--- config.mk ---
export PLATFORM = sky130hd
export DESIGN_NAME = inst_dispatch_ctrl
export DESIGN_NICKNAME = d
export VERILOG_FILES = /design/src/rtl/inst_dispatch_ctrl.sv
export SDC_FILE = /design/constraint.sdc
export NUM_CORES = 1
export LEC_CHECK = 0
export BUFFER_PORTS_ARGS = -buffer_cell sky130_fd_sc_hd__buf_2
export CAP_MARGIN = 20
export CORE_AREA = 4 4 212 214
export DETAILED_ROUTE_END_ITERATION = 16
export DIE_AREA = 0 0 216 218
export MAX_ROUTING_LAYER = met4
export PLACE_DENSITY_LB_ADDON = 0.05
export REMOVE_ABC_BUFFERS = 1
export SLEW_MARGIN = 20
export SYNTH_ARGS = -nofsm -noshare
export SYNTH_HDL_FRONTEND = slang
export SYNTH_SLANG_ARGS = --single-unit
--- constraint.sdc ---
create_clock -name clk -period 2.35 [get_ports clk]
set_clock_uncertainty 0.15 [all_clocks]
set_input_delay 0.1175 -clock clk [delete_from_list [all_inputs] [get_ports clk]]
set_output_delay 0.1175 -clock clk [all_outputs]
set_load 0.005 [all_outputs]
--- src/rtl/inst_dispatch_ctrl.sv ---
// Instruction dispatch controller: fetches 128-bit instructions one at a time and
// issues each to Mover1, Mover2 or TPU under per-target occupancy and barrier rules.
module inst_dispatch_ctrl #(
  parameter int unsigned ADDR_W = 8,
  parameter int unsigned INST_W = 128
) (
  input  logic              clk,
  input  logic              rst,
  input  logic              CAN_READ_INST,
  input  logic [ADDR_W-1:0] BASE_ADDR,
  output logic              RD_START,
  output logic [ADDR_W-1:0] RD_ADDR,
  input  logic [INST_W-1:0] RD_DATA,
  input  logic              RD_DONE,
  output logic              o_drive2Mover1,
  output logic              o_drive2Mover2,
  output logic              o_drive2TPU,
  output logic [INST_W-1:0] o_data2Mover1,
  output logic [INST_W-1:0] o_data2Mover2,
  output logic [INST_W-1:0] o_data2TPU,
  input  logic              i_freeF_Mover1,
  input  logic              i_freeF_Mover2,
  input  logic              i_freeFTPU,
  output logic              FINISH,
  output logic              STATUS_ERR,
  output logic [15:0]       STATUS_CNT
);

  localparam int unsigned CNT_W = 16;
  localparam int unsigned NTGT  = 3;

  localparam logic [2:0] S_IDLE     = 3'd0;
  localparam logic [2:0] S_FETCH    = 3'd1;
  localparam logic [2:0] S_WAITRD   = 3'd2;
  localparam logic [2:0] S_DISPATCH = 3'd3;
  localparam logic [2:0] S_DRAIN    = 3'd4;
  localparam logic [2:0] S_DONE     = 3'd5;

  localparam logic [3:0] OP_END = 4'h0;
  localparam logic [3:0] OP_M1  = 4'h1;
  localparam logic [3:0] OP_M2  = 4'h2;
  localparam logic [3:0] OP_TPU = 4'h3;
  localparam logic [3:0] OP_NOP = 4'hF;

  logic [2:0]        state, state_nxt;
  logic [ADDR_W-1:0] addr, addr_nxt, rd_addr_nxt;
  logic [INST_W-1:0] inst_reg, inst_nxt;
  logic [NTGT-1:0]   busy, busy_nxt, drive, drive_nxt, frees, tgt_mask;
  logic [INST_W-1:0] payload [NTGT];
  logic [INST_W-1:0] payload_nxt [NTGT];
  logic              rd_start_nxt, finish_nxt, err_nxt;
  logic [CNT_W-1:0]  cnt_nxt;
  logic [3:0]        opcode;
  logic              barrier;

  // Bit order everywhere: [0]=Mover1, [1]=Mover2, [2]=TPU
  assign frees   = {i_freeFTPU, i_freeF_Mover2, i_freeF_Mover1};
  assign opcode  = inst_reg[INST_W-1 -: 4];
  assign barrier = inst_reg[INST_W-5];

  assign o_drive2Mover1 = drive[0];
  assign o_drive2Mover2 = drive[1];
  assign o_drive2TPU    = drive[2];
  assign o_data2Mover1  = payload[0];
  assign o_data2Mover2  = payload[1];
  assign o_data2TPU     = payload[2];

  // Decode target opcode to a one-hot mask; zero for END/NOP/illegal
  always_comb begin
    tgt_mask = 3'b000;
    case (opcode)
      OP_M1:   tgt_mask = 3'b001;
      OP_M2:   tgt_mask = 3'b010;
      OP_TPU:  tgt_mask = 3'b100;
      default: tgt_mask = 3'b000;
    endcase
  end

  // Next-state and registered-output values
  always_comb begin
    state_nxt    = state;
    addr_nxt     = addr;
    rd_addr_nxt  = RD_ADDR;
    inst_nxt     = inst_reg;
    rd_start_nxt = 1'b0;
    drive_nxt    = '0;
    finish_nxt   = FINISH;
    cnt_nxt      = STATUS_CNT;
    for (int i = 0; i < NTGT; i++) payload_nxt[i] = payload[i];
    // A free for an idle target is dropped but flagged
    busy_nxt = busy & ~frees;
    err_nxt  = STATUS_ERR | (|(frees & ~busy));

    case (state)
      S_IDLE: begin
        if (CAN_READ_INST) begin
          addr_nxt  = BASE_ADDR;
          state_nxt = S_FETCH;
        end
      end
      S_FETCH: begin
        rd_start_nxt = 1'b1;
        rd_addr_nxt  = addr;
        state_nxt    = S_WAITRD;
      end
      S_WAITRD: begin
        if (RD_DONE) begin
          inst_nxt  = RD_DATA;
          state_nxt = S_DISPATCH;
        end
      end
      S_DISPATCH: begin
        if (opcode == OP_END) begin
          state_nxt = S_DRAIN;
        end else if (tgt_mask != 3'b000) begin
          if (((busy & tgt_mask) == 3'b000) && !(barrier && (|busy))) begin
            drive_nxt = tgt_mask;
            busy_nxt  = busy_nxt | tgt_mask;
            for (int i = 0; i < NTGT; i++)
              if (tgt_mask[i]) payload_nxt[i] = inst_reg;
            if (STATUS_CNT != {CNT_W{1'b1}}) cnt_nxt = STATUS_CNT + 1'b1;
            addr_nxt  = addr + 1'b1;
            state_nxt = S_FETCH;
          end
        end else begin
          if (opcode != OP_NOP) err_nxt = 1'b1;
          addr_nxt  = addr + 1'b1;
          state_nxt = S_FETCH;
        end
      end
      S_DRAIN: begin
        if (busy == 3'b000) begin
          finish_nxt = 1'b1;
          state_nxt  = S_DONE;
        end
      end
      S_DONE: begin
        if (!CAN_READ_INST) begin
          finish_nxt = 1'b0;
          state_nxt  = S_IDLE;
        end
      end
      default: state_nxt = S_IDLE;
    endcase
  end

  always_ff @(posedge clk) begin
    if (rst) begin
      state      <= S_IDLE;
      addr       <= '0;
      inst_reg   <= '0;
      busy       <= '0;
      drive      <= '0;
      RD_START   <= 1'b0;
      RD_ADDR    <= '0;
      FINISH     <= 1'b0;
      STATUS_ERR <= 1'b0;
      STATUS_CNT <= '0;
      for (int i = 0; i < NTGT; i++) payload[i] <= '0;
    end else begin
      state      <= state_nxt;
      addr       <= addr_nxt;
      inst_reg   <= inst_nxt;
      busy       <= busy_nxt;
      drive      <= drive_nxt;
      RD_START   <= rd_start_nxt;
      RD_ADDR    <= rd_addr_nxt;
      FINISH     <= finish_nxt;
      STATUS_ERR <= err_nxt;
      STATUS_CNT <= cnt_nxt;
      for (int i = 0; i < NTGT; i++) payload[i] <= payload_nxt[i];
    end
  end

endmodule

# Yosys cells after proc, flatten, opt, wreduce, memory -nomap -nowiden
# Memory sizes are Yosys's and may differ from the RTL's.
# Cells that the tools add are included.
dict set report word_totals {
  word_cells 101
  memories 1
  latchBits 0
  romBits 0
  output_inout_bits 414
  ram_bits 384
  regBits 172
  input_bits 143
}
dict set report op_classes {
  n_reduce_logical 18
  n_mux 39
  n_addsub 2
  n_lt_le_gt_ge 0
  bitwise_logic 14
  shifts 0
  eq_ne 17
  div_mod_pow 0
  multipliers 0
}
# memory words width rd rd_clocked_by_memory_dff write_ports line_no
set mem_list {}
lappend mem_list {payload 3 128 3 0 3 49} ;# logic [INST_W-1:0] payload [NTGT];
# operator count
set ops {}
lappend ops {{384-bit two-way mux} 4}
lappend ops {{128-bit two-way mux} 6}
lappend ops {{3-bit two-way mux} 11}
lappend ops {{8-bit two-way mux} 4}
lappend ops {{3-bit case mux with 6 select lines} 1}
lappend ops {{16-bit by 1-bit adder with 16-bit output, second input constant} 1}
lappend ops {{16-bit inequality test, second input constant} 1}
lappend ops {{8-bit case mux with 2 select lines} 1}
lappend ops {{1-bit two-way mux} 10}
lappend ops {{2-bit inequality test, second input constant} 5}
lappend ops {{5-bit AND reduction} 2}
lappend ops {{3-bit bitwise AND} 3}
lappend ops {{3-bit logical NOT} 3}
lappend ops {{3-bit case mux with 3 select lines} 1}
lappend ops {{8-bit by 1-bit adder with 8-bit output, second input constant} 1}
lappend ops {{4-bit by 2-bit == test with 1-bit output, second input constant} 2}
lappend ops {{4-bit inequality test, second input constant} 2}
lappend ops {{3-bit by 2-bit == test with 1-bit output, second input constant} 2}
lappend ops {{3-bit == test, second input constant} 2}
lappend ops {{3-bit NOT} 2}
lappend ops {{3-bit OR reduction} 2}
lappend ops {{5-bit OR reduction} 1}
lappend ops {{4-bit by 1-bit == test with 1-bit output, second input constant} 1}
lappend ops {{4-bit logical NOT} 1}
lappend ops {{13 further kinds} 21}

# Logic depth before layout (Yosys ltp)
# Gate-level depths: netlist (run 1).
dict set report depth {
  ltp_word 10
  ltp_mapped 9
  mapped_depth_nobuf 6
}

# Least setup slack after synthesis (run 1)
# Ideal clock, no wire load.
dict set report synth_path {
  path_kind {reg2reg}
  startpoint {register STATUS_CNT[0]}
  endpoint {register STATUS_CNT[6]}
  arrival_ps 1698
  n_path_buf 1
  stages_incl_launch_ff 8
  slack_ps 381
  setup_time_ps 121
  t_required_ps 2079
  period_less_slack_ps 1969
  path_cell_list {dfxtp_1 > ha_1 > and3_1 > nand4_1 > o211ai_2 > buf_2 > nor3_1 > mux2_2}
}
dict set report synth_via {
  elab_chain_cells 2
  elab_cells_between_ends 3
  cone_classes {add/sub (1); eq/ne (1); reduce/logical (1)}
}
# element line_no
set synth_rtl {}
lappend synth_rtl {{start: declaration} 26} ;# output logic [15:0] STATUS_CNT
lappend synth_rtl {{start signal: assignment} 170} ;# STATUS_CNT <= cnt_nxt;
lappend synth_rtl {{parallel branches: the longest is 2 deep, another holds 16-bit by 1-bit adder with 16-bit output} n/a}
# Several ways; the timed one is not identified.
# A chain may end at the register's enable or synchronous reset.

# Worst setup path after layout (run 1)
dict set report layout_path {
  startpoint {register busy[0]}
  endpoint {register STATUS_CNT[13]}
}
dict set report layout_via {
  elab_chain_cells 5
  elab_cells_between_ends 7
  cone_classes {bitwise (1); reduce/logical (6)}
}
# element line_no
set layout_rtl {}
lappend layout_rtl {{start: declaration} 48} ;# logic [NTGT-1:0] busy, busy_nxt, drive, drive_nxt, frees, tgt_mask;
lappend layout_rtl {{start signal: assignment} 164} ;# busy <= busy_nxt;
lappend layout_rtl {{3-bit OR reduction} 116} ;# if (((busy & tgt_mask) == 3'b000) && !(barrier && (|busy))) begin
lappend layout_rtl {{1-bit logical AND} 116}
lappend layout_rtl {{1-bit logical NOT} 116}
lappend layout_rtl {{1-bit logical AND *} 116}
lappend layout_rtl {{5-bit AND reduction (no line) *} n/a}
# Every way passes the cells marked *; elsewhere a longest branch is shown, timed or not.

==> results of run 1 <==
## cell families after synthesis
family / after synthesis / synth area share
buf+inv: 189 / 0.0467
compound gates: 570 / 0.150
mux: 13 / 0.00680
flops: 556 / 0.565
simple gates: 1143 / 0.230
fa+ha+maj: 2 / 0.00127
## worst min-delay path, stage by stage
cell           delay [ns]
dlygate4sd3_1        0.52
buf_2                0.12
nand2_1              0.04
a21oi_1              0.05
## synthesized netlist by cell type (all sizes together), types with 2 or more instances
cell,instances,share of area
a21o,2,0.00076
a21oi,532,0.14
a31oi,4,0.0013
and3,6,0.0019
and4,2,0.00089
buf,81,0.026
clkbuf,104,0.020
dfxtp,556,0.57
ha,2,0.0013
inv,4,0.00076
mux2,3,0.0017
mux2i,10,0.0051
nand2,1018,0.19
nand2b,10,0.0032
nand3,9,0.0025
nand4,6,0.0019
nor2,35,0.0067
nor2b,5,0.0016
nor3,11,0.0028
nor3b,12,0.0046
nor4,2,0.00064
o211ai,2,0.0010
o21ai,13,0.0033
o31ai,8,0.0037
o32ai,2,0.00089
or2,3,0.00095
or3,11,0.0035
or3b,3,0.0013
or4,7,0.0027
## worst max path at each step
stage | endpoint | slack (ns)
after detailed placement | payload[0][87] | 0.15
after global routing | payload[0][82] | 0.005
after floorplan | payload[0][0] | -5.54
after global placement | addr[0] | 0.22
after CTS | payload[0][356] | 0.13
final | STATUS_CNT[13] | 0.15
## metrics by stage
step | cells | area, µm² | hold WS [ns] | TNS (ns) | setup slack, ns
after global placement | 3489 | 23100 | 0.210 | 0 | 0.218
after floorplan | 2288 | 18800 | 0.0366 | -2256.84 | -5.54
final | 3735 | 26400 | 0.149 | 0 | 0.149
after global routing | 3735 | 26400 | 0.134 | 0 | 0.00527
after CTS | 3734 | 26400 | 0.116 | 0 | 0.134
after detailed placement | 3489 | 23100 | 0.214 | 0 | 0.154
## layer usage
metal  up-vias  share of wire  routed length, µm  track usage
met5         -              0                  0            -
li1       9308              -                  -            -
met1      9096           0.41              27900        0.346
met2       694           0.48              32800        0.465
met4         0          0.039               2660        0.103
met3       134          0.078               5330       0.0712
## area by class of cell
cell class,count,share of cell area
Sequential cell,556,0.422
Multi-Input combinational cell,1728,0.292
Timing Repair Buffer,760,0.189
Clock buffer,83,0.0643
Tap cell,585,0.0277
Clock inverter,18,0.00474
Inverter,4,0.000569
Antenna cell,1,0.0000948
## power breakdown
group / switching (mW) / internal (mW) / leakage (nW)
Sequential: 0.176 / 9.61 / 4.48
Combinational: 0.750 / 0.579 / 5.29
Clock: 3.72 / 5.09 / 0.912
## repair_timing
action | in CTS | in global routing
hold buffers | 144 | 0
setup endpoints to repair | 0 | 8
buffers inserted | 0 | 0
gates resized for setup | 0 | 2
hold endpoints to repair | 290 | 0
==> results.json, run 1 <==
{
  "yosys_warnings": 0,
  "ys.flop_type": "dfxtp_1",
  "peakVddDrop_uv": 536,
  "syn_inst": 2473,
  "cp.depth": 5,
  "dieArea_um2": 47100,
  "ant_nets": 0,
  "register_area_um2": 11100,
  "slew_headroom": 0.579,
  "whs_path_depth": 4,
  "synth_area_um2": 19700,
  "clock-sinks": 556,
  "finalWirelength_um": 68600,
  "areaGrowthSynthToFinish_pct": 34.0,
  "crit_start": "busy[0]",
  "root_buffer": "clkbuf_16",
  "critPathKind": "reg2reg",
  "die_y_um": 218,
  "clock_latency_ns": 0.60,
  "end_kind": "register",
  "cts_tree": "yes",
  "leakage_nw": 10.7,
  "clk_pin_slew_ns": 0.06,
  "hold_class": "in2reg",
  "core-area_um2": 42900,
  "post-route-period-util": 0.937,
  "crit_chain": "o31ai_4 -> and3_1 -> nand2_1 -> or4_1 -> a21oi_1",
  "required_ns": 2.73,
  "synth-seq-cells": 556,
  "finalPower_mw": 19.9,
  "path_max_fanout": 13,
  "start_kind": "register",
  "route.detailed.drc": 0,
  "cp.arrival_ns": 2.58,
  "max_freq_ghz": 0.454,
  "synth-edff-count": 0,
  "fin_crit_ns": 2.20,
  "initial_core_util": 0.459,
  "max_stage_delay_ns": 0.57,
  "fill_cells": 3848,
  "multiInputGateArea_um2": 7700,
  "p_per_area_nw_per_um2": 755,
  "synth_cell_type_count": 47,
  "layout.nets": 3252,
  "drive_gt1_frac": 0.232,
  "io-pin-count": 557,
  "via_per_inst": 5.15,
  "outcome": "finished clean",
  "reg2reg_setup_slack_ns": 0.15,
  "port_buffers": 556,
  "async_flop_share": 0,
  "mostFrequentLayoutCells": "1016 x nand2_1, 555 x dfxtp_1, 555 x buf_2",
  "cts_max_level": 2,
  "grt_use_total": 0.285,
  "largest_register_ffs": 384,
  "reg2reg_depth": 5,
  "gr-total-overflow": 0,
  "post-route-util": 0.616,
  "cts.path.max_buffers": 3,
  "tightestPinTransition_ns": 0.629,
  "grt_start_max_net_pins": 112,
  "place.gp.congestion": 0.867,
  "final_common_cell": "nand2_1",
  "grt_setup_unrepaired": "no",
  "cts_made_buffers": 57,
  "hold_violations": 0,
  "path_buf_inv": 0,
  "drtIter0Drc": 1478,
  "holdPathEnd": "inst_reg[111]",
  "rows": 76,
  "slew_viol_final": 0,
  "grt_pass1_wl_um": 105000,
  "crit_family": "simple AND/OR/NAND/NOR gates",
  "syn_avg_cell_area_um2": 7.97,
  "r2r_start": "busy[0]",
  "ys_seq_area_frac": 0.565,
  "dr.pass1.iters": 5,
  "slowest_stage": "or4_1",
  "via_count": 19200,
  "maxCapViolCount": 0,
  "hpwl_um": 44500,
  "r2r-end": "STATUS_CNT[13]",
  "die_w_um": 216,
  "wire_per_inst_um": 18.4,
  "antenna_found_initial": 1,
  "hold_start": "RD_DATA[111]",
  "grt_pass1_vias": 18300,
  "final-setup-viol-count": 0
}
(Power assumes the default switching activity.)
==> run 2, diff against run 1 <==
--- a/config.mk
+++ b/config.mk
@@ -7,9 +7,9 @@
 export LEC_CHECK = 0
 export BUFFER_PORTS_ARGS = -buffer_cell sky130_fd_sc_hd__buf_2
 export CAP_MARGIN = 20
-export CORE_AREA = 4 4 212 214
+export CORE_MARGIN = 4
+export CORE_UTILIZATION = 40
 export DETAILED_ROUTE_END_ITERATION = 16
-export DIE_AREA = 0 0 216 218
 export MAX_ROUTING_LAYER = met4
 export PLACE_DENSITY_LB_ADDON = 0.05
 export REMOVE_ABC_BUFFERS = 1
==> run 2 against run 1 <==
Clock power rose by 2%. Critical path depth rose by 1. First-iteration DRC count fell by 26%. Sequential share of layout area fell by 0.43 points. Largest cell class unchanged. Combinational power barely moved. Via count fell by 0.94%. Maximum frequency rose by 0.67%. Die area rose by 12%. Worst hold slack got worse by 0.013 ns. Setup slack improved by 0.015 ns.
==> results.json, run 2 (synthesis gave the netlist of run 1 again) <==
{
  "tightestPinTransition_ns": 0.685,
  "crit_family": "simple AND/OR/NAND/NOR gates",
  "max_stage_delay_ns": 0.46,
  "peakVddDrop_uv": 529,
  "holdWs_ns": 0.136,
  "cts_made_buffers": 58,
  "slew_headroom": 0.541,
  "cp.arrival_ns": 2.49,
  "initial_core_util": 0.403,
  "wire_per_inst_um": 18.4,
  "leakage_nw": 10.7,
  "place.gp.congestion": 0.879,
  "root_buffer": "clkbuf_16",
  "port_buffers": 556,
  "reg2reg_setup_slack_ns": 0.16,
  "dr.pass1.iters": 5,
  "io-pin-count": 557,
  "post-route-util": 0.546,
  "core-area_um2": 48800,
  "fin_crit_ns": 2.19,
  "grt_pass1_wl_um": 107000,
  "place_ws_ns": 0.0889,
  "cts_tree": "yes",
  "layout.nets": 3259,
  "final_common_cell": "nand2_1",
  "end_kind": "register",
  "gr-total-overflow": 0,
  "hold_class": "in2reg",
  "setup_tns_ns": 0,
  "clock-sinks": 556,
  "cts_max_level": 2,
  "r2r-end": "payload[0][277]",
  "start_kind": "register",
  "final-setup-viol-count": 0,
  "path_max_fanout": 64,
  "maxCapViolCount": 0,
  "multiInputGateArea_um2": 7720,
  "drive_gt1_frac": 0.232,
  "dp_cells": 3574,
  "setup_slack_ns": 0.163,
  "post-route-period-util": 0.930,
  "mostFrequentLayoutCells": "1016 x nand2_1, 556 x dfxtp_1, 555 x buf_2",
  "clk_pin_slew_ns": 0.06,
  "grt_pass1_vias": 18100,
  "reg2reg_depth": 6,
  "whs_path_depth": 4,
  "hold_violations": 0,
  "fill_cells": 4734,
  "slowest_stage": "dfxtp_1",
  "stdcell_area_um2": 26700,
  "cts.path.max_buffers": 3,
  "placed_area_um2": 23300,
  "crit_chain": "nand2_2 -> o221a_4 -> or3_4 -> buf_12 -> nand2_1 -> a21oi_1",
  "grt_start_max_net_pins": 136,
  "via_count": 19100,
  "drtIter0Drc": 1088,
  "critPathKind": "reg2reg",
  "die_w_um": 230,
  "grt_use_total": 0.260,
  "slew_viol_final": 0,
  "die_y_um": 230,
  "holdPathEnd": "inst_reg[12]",
  "rows": 81,
  "register_area_um2": 11100,
  "areaGrowthSynthToFinish_pct": 35.4,
  "p_per_area_nw_per_um2": 755,
  "dieArea_um2": 52900,
  "largest_register_ffs": 384,
  "outcome": "finished clean",
  "clock_latency_ns": 0.61,
  "required_ns": 2.66,
  "finalWirelength_um": 70300,
  "hold_start": "RD_DATA[12]",
  "hpwl_um": 47100,
  "via_per_inst": 4.98,
  "r2r_start": "inst_reg[124]",
  "route.detailed.drc": 0,
  "path_buf_inv": 1,
  "finalPower_mw": 20.1,
  "antenna_found_initial": 5,
  "ant_nets": 0,
  "max_freq_ghz": 0.457,
  "fin_cells": 3823
}
==> run 2: cell type report <==
class / instances / share of cell area
Clock inverter: 12 / 0.00558
Tap cell: 664 / 0.0312
Timing Repair Buffer: 766 / 0.191
Inverter: 4 / 0.000563
Clock buffer: 86 / 0.0636
Sequential cell: 556 / 0.417
Multi-Input combinational cell: 1728 / 0.290
Antenna cell: 7 / 0.000657
==> run 2: routing by layer <==
layer  track usage  wire (µm)  vias up
li1              -          -     9347
met3        0.0648       5040      143
met2         0.412      32600      614
met5             -          0        -
met1         0.322      29700     8948
met4        0.0974       2950        0
==> run 2: worst min-delay path: cells and delay by family <==
family,cells,cell delay [ns]
buffers and inverters,2,0.64
AO/OA/AOI/OAI,1,0.05
AND/OR/NAND/NOR,1,0.04
==> run 2: timing repair <==
item / 4_1_cts / 5_1_grt
endpoints found under the setup margin: 0 / 116
gates resized for setup: 0 / 7
setup buffers: 0 / 1
hold endpoints to repair: 223 / 0
hold buffers: 143 / 0
==> run 2: report_power, final <==
group	leakage [nW]	switching (mW)	internal (mW)
logic	5.35	0.759	0.586
clock network	0.909	3.74	5.26
registers	4.48	0.186	9.61
==> run 2: worst max path at each step <==
stage                        from               to  slack [ns]  depth (start not counted)
floorplan                state[0]    payload[0][0]       -5.54                          5
global placement    inst_reg[124]   STATUS_CNT[10]        0.11                          6
detailed placement  inst_reg[124]   STATUS_CNT[10]        0.09                          6
CTS                 inst_reg[124]   STATUS_CNT[10]        0.07                          6
global route             state[1]   payload[0][47]       -0.02                          7
finish              inst_reg[124]  payload[0][277]        0.16                          6
==> run 3, diff against run 2 <==
--- a/config.mk
+++ b/config.mk
@@ -5,6 +5,7 @@
 export SDC_FILE = /design/constraint.sdc
 export NUM_CORES = 1
 export LEC_CHECK = 0
+export ABC_AREA = 1
 export BUFFER_PORTS_ARGS = -buffer_cell sky130_fd_sc_hd__buf_2
 export CAP_MARGIN = 20
 export CORE_MARGIN = 4
==> run 3 against run 2 <==
Area after synthesis rose by 3.1%. Critical path type unchanged. Clock power rose by 2.9%. Global-route usage fell by 2.3 points. Die area rose by 3.0%. Non-clock buffer count rose by 18.
==> results.json, run 3 <==
{
  "fin_crit_ns": 2.22,
  "swShare": 0.262,
  "critPathKind": "reg2reg",
  "ant_nets": 0,
  "wire_per_inst_um": 16.7,
  "grt_use_total": 0.237,
  "drive_gt1_frac": 0.222,
  "antenna_found_initial": 2,
  "syn_avg_cell_area_um2": 7.95,
  "synth-edff-count": 0,
  "port_buffers": 556,
  "synth_area_um2": 20300,
  "cts_max_level": 2,
  "cts_made_buffers": 59,
  "r2r_start": "state[1]",
  "mostFrequentLayoutCells": "556 x dfxtp_1, 556 x buf_2, 423 x inv_1",
  "max_stage_delay_ns": 0.57,
  "path_common_cell": "nor2_1",
  "required_ns": 2.69,
  "io-pin-count": 557,
  "clk_pin_slew_ns": 0.06,
  "place_ws_ns": 0.234,
  "largest_register_ffs": 384,
  "finalPower_mw": 22.7,
  "core-area_um2": 50200,
  "maxCapViolCount": 0,
  "fin_cells": 3939,
  "dp_cells": 3668,
  "clock_latency_ns": 0.60,
  "stdcell_area_um2": 27400,
  "comb_power_share": 0.123,
  "p_clk_frac": 0.408,
  "tightestPinTransition_ns": 0.640,
  "path_buf_inv": 4,
  "r2r-end": "inst_reg[26]",
  "crit_chain": "inv_1 -> nor2_1 -> buf_4 -> nand3_4 -> buf_12 -> o21ai_0 -> dlygate4sd3_1 -> nor2_1",
  "gr-total-overflow": 0,
  "synth.most_common_cell": "dfxtp_1",
  "finalWirelength_um": 65700,
  "rows": 82,
  "yosysTopAreaCell": "dfxtp_1",
  "synth-seq-cells": 556,
  "end_kind": "register",
  "cts_tree": "yes",
  "setup_slack_ns": 0.135,
  "post-route-period-util": 0.943,
  "place.gp.congestion": 0.873,
  "hpwl_um": 45300,
  "dr.pass1.iters": 5,
  "die_y_um": 233,
  "ys_seq_area_frac": 0.548,
  "route.detailed.drc": 0,
  "switching_power_mw": 5.94,
  "clock-sinks": 556,
  "slew_headroom": 0.572,
  "synth_top_area_share": 0.548,
  "max_freq_ghz": 0.451,
  "dieArea_um2": 54500,
  "hold_start": "RD_DATA[80]",
  "leakage_nw": 11.7,
  "p_int_mw": 16.7,
  "grt_pass1_vias": 17700,
  "p_per_area_nw_per_um2": 827,
  "whs_path_depth": 4,
  "layout.nets": 3370,
  "grt_pass1_wl_um": 99700,
  "async_flop_share": 0,
  "reg2reg_depth": 8,
  "synth_cell_type_count": 30,
  "holdPathEnd": "inst_reg[80]",
  "reg2reg_setup_slack_ns": 0.13,
  "crit_family": "buffers and inverters",
  "placed_area_um2": 23800,
  "hold_violations": 0,
  "seqPwrFrac": 0.469,
  "ys_top_cells_by_area": "dfxtp_1 55%, a21oi_1 10%, o21ai_0 9.9%",
  "root_buffer": "clkbuf_16",
  "syn_inst": 2555,
  "hold_class": "in2reg",
  "cp.arrival_ns": 2.56,
  "slowest_stage": "dlygate4sd3_1",
  "drtIter0Drc": 1075,
  "via_count": 18700,
  "synth_common_cells": "556 x dfxtp_1, 424 x inv_1, 410 x a21oi_1, 400 x o21ai_0, 295 x nor2_1",
  "yosys_warnings": 0,
  "cts.path.max_buffers": 3,
  "holdWs_ns": 0.152,
  "slew_viol_final": 0,
  "start_kind": "register",
  "path_max_fanout": 71,
  "die_w_um": 233,
  "grt_start_max_net_pins": 119,
  "final-setup-viol-count": 0,
  "initial_core_util": 0.405,
  "ys.flop_type": "dfxtp_1",
  "areaGrowthSynthToFinish_pct": 34.9,
  "peakVddDrop_uv": 598,
  "outcome": "finished clean",
  "grt_setup_unrepaired": "no",
  "via_per_inst": 4.74
}
==> run 3: cell types whose count changed after synthesis, moves of 10 or more <==
cell and delta:
nand2_1 -931, nor3b_1 -12, nand3_1 +28, inv_1 +420, nand2b_1 -10, clkbuf_1 -19, mux2i_1 -10, o21ai_0 +388
a21oi_1 -122, o21ai_1 +122, or3_1 -11, nor2_1 +260
==> run 3: worst max-delay path by stage <==
| stage | start | end | slack, ns | cells after the start |
|---|---|---|---|---|
| 4_1_cts | state[1] | inst_reg[26] | 0.06 | 8 |
| 6_report | state[1] | inst_reg[26] | 0.13 | 8 |
| 3_3_place_gp | inst_reg[124] | payload[0][70] | 0.25 | 10 |
| 3_5_place_dp | inst_reg[125] | payload[0][66] | 0.23 | 10 |
| 2_1_floorplan | rst | drive[0] | -4.47 | 3 |
| 5_1_grt | inst_reg[125] | payload[0][66] | 0.008 | 10 |
==> run 3: power groups by stage <==
stage	logic [mW]	registers, mW	clock network, mW
floorplan	1.71	10.7	0
global placement	2.49	10.8	0
detailed placement	2.53	10.8	0
CTS	2.77	10.6	9.49
global route	3.16	10.7	9.86
finish	2.78	10.6	9.26
==> run 3: layout make-up <==
| type | instances | area (µm²) |
|---|---|---|
| multi-input combinational | 1398 | 6700 |
| sequential | 556 | 11100 |
| fill | 4846 | 22800 |
| inverter | 426 | 1610 |
| antenna | 2 | 5.00 |
| tap | 672 | 841 |
| clock inverter | 14 | 180 |
| timing repair buffer | 784 | 5210 |
| clock buffer | 87 | 1740 |
==> run 3: layer usage <==
metal | track usage | wire length [µm] | up-vias
li1 | - | - | 9546
met1 | 0.281 | 27000 | 8445
met2 | 0.382 | 30700 | 545
met3 | 0.0657 | 5080 | 137
met4 | 0.0951 | 2940 | 0
met5 | - | 0 | -
==> run 3: repair_timing <==
action	in CTS	in global routing
setup buffers	0	4
resized for setup	0	1
setup endpoints to repair	0	9
endpoints found under the hold margin	198	0
hold buffers	164	0
==> run 3: cell families after synthesis <==
kind of cell | synth area share
fa+ha+maj | 0.00123
simple gates | 0.0910
buf+inv | 0.123
compound gates | 0.231
xor+xnor | 0.00560
flops | 0.548
==> run 3: worst min-delay path, cell delays in order <==
cell,delay [ns]
dlygate4sd3_1,0.51
buf_2,0.09
o21ai_0,0.07
nor2_1,0.08
==> run 3: metrics by stage <==
stage	setup TNS, ns	utilization
final	0	0.547
after global placement	0	0.475
after CTS	0	0.546
after global routing	0	0.547
after floorplan	-2239.42	-
after detailed placement	0	0.475
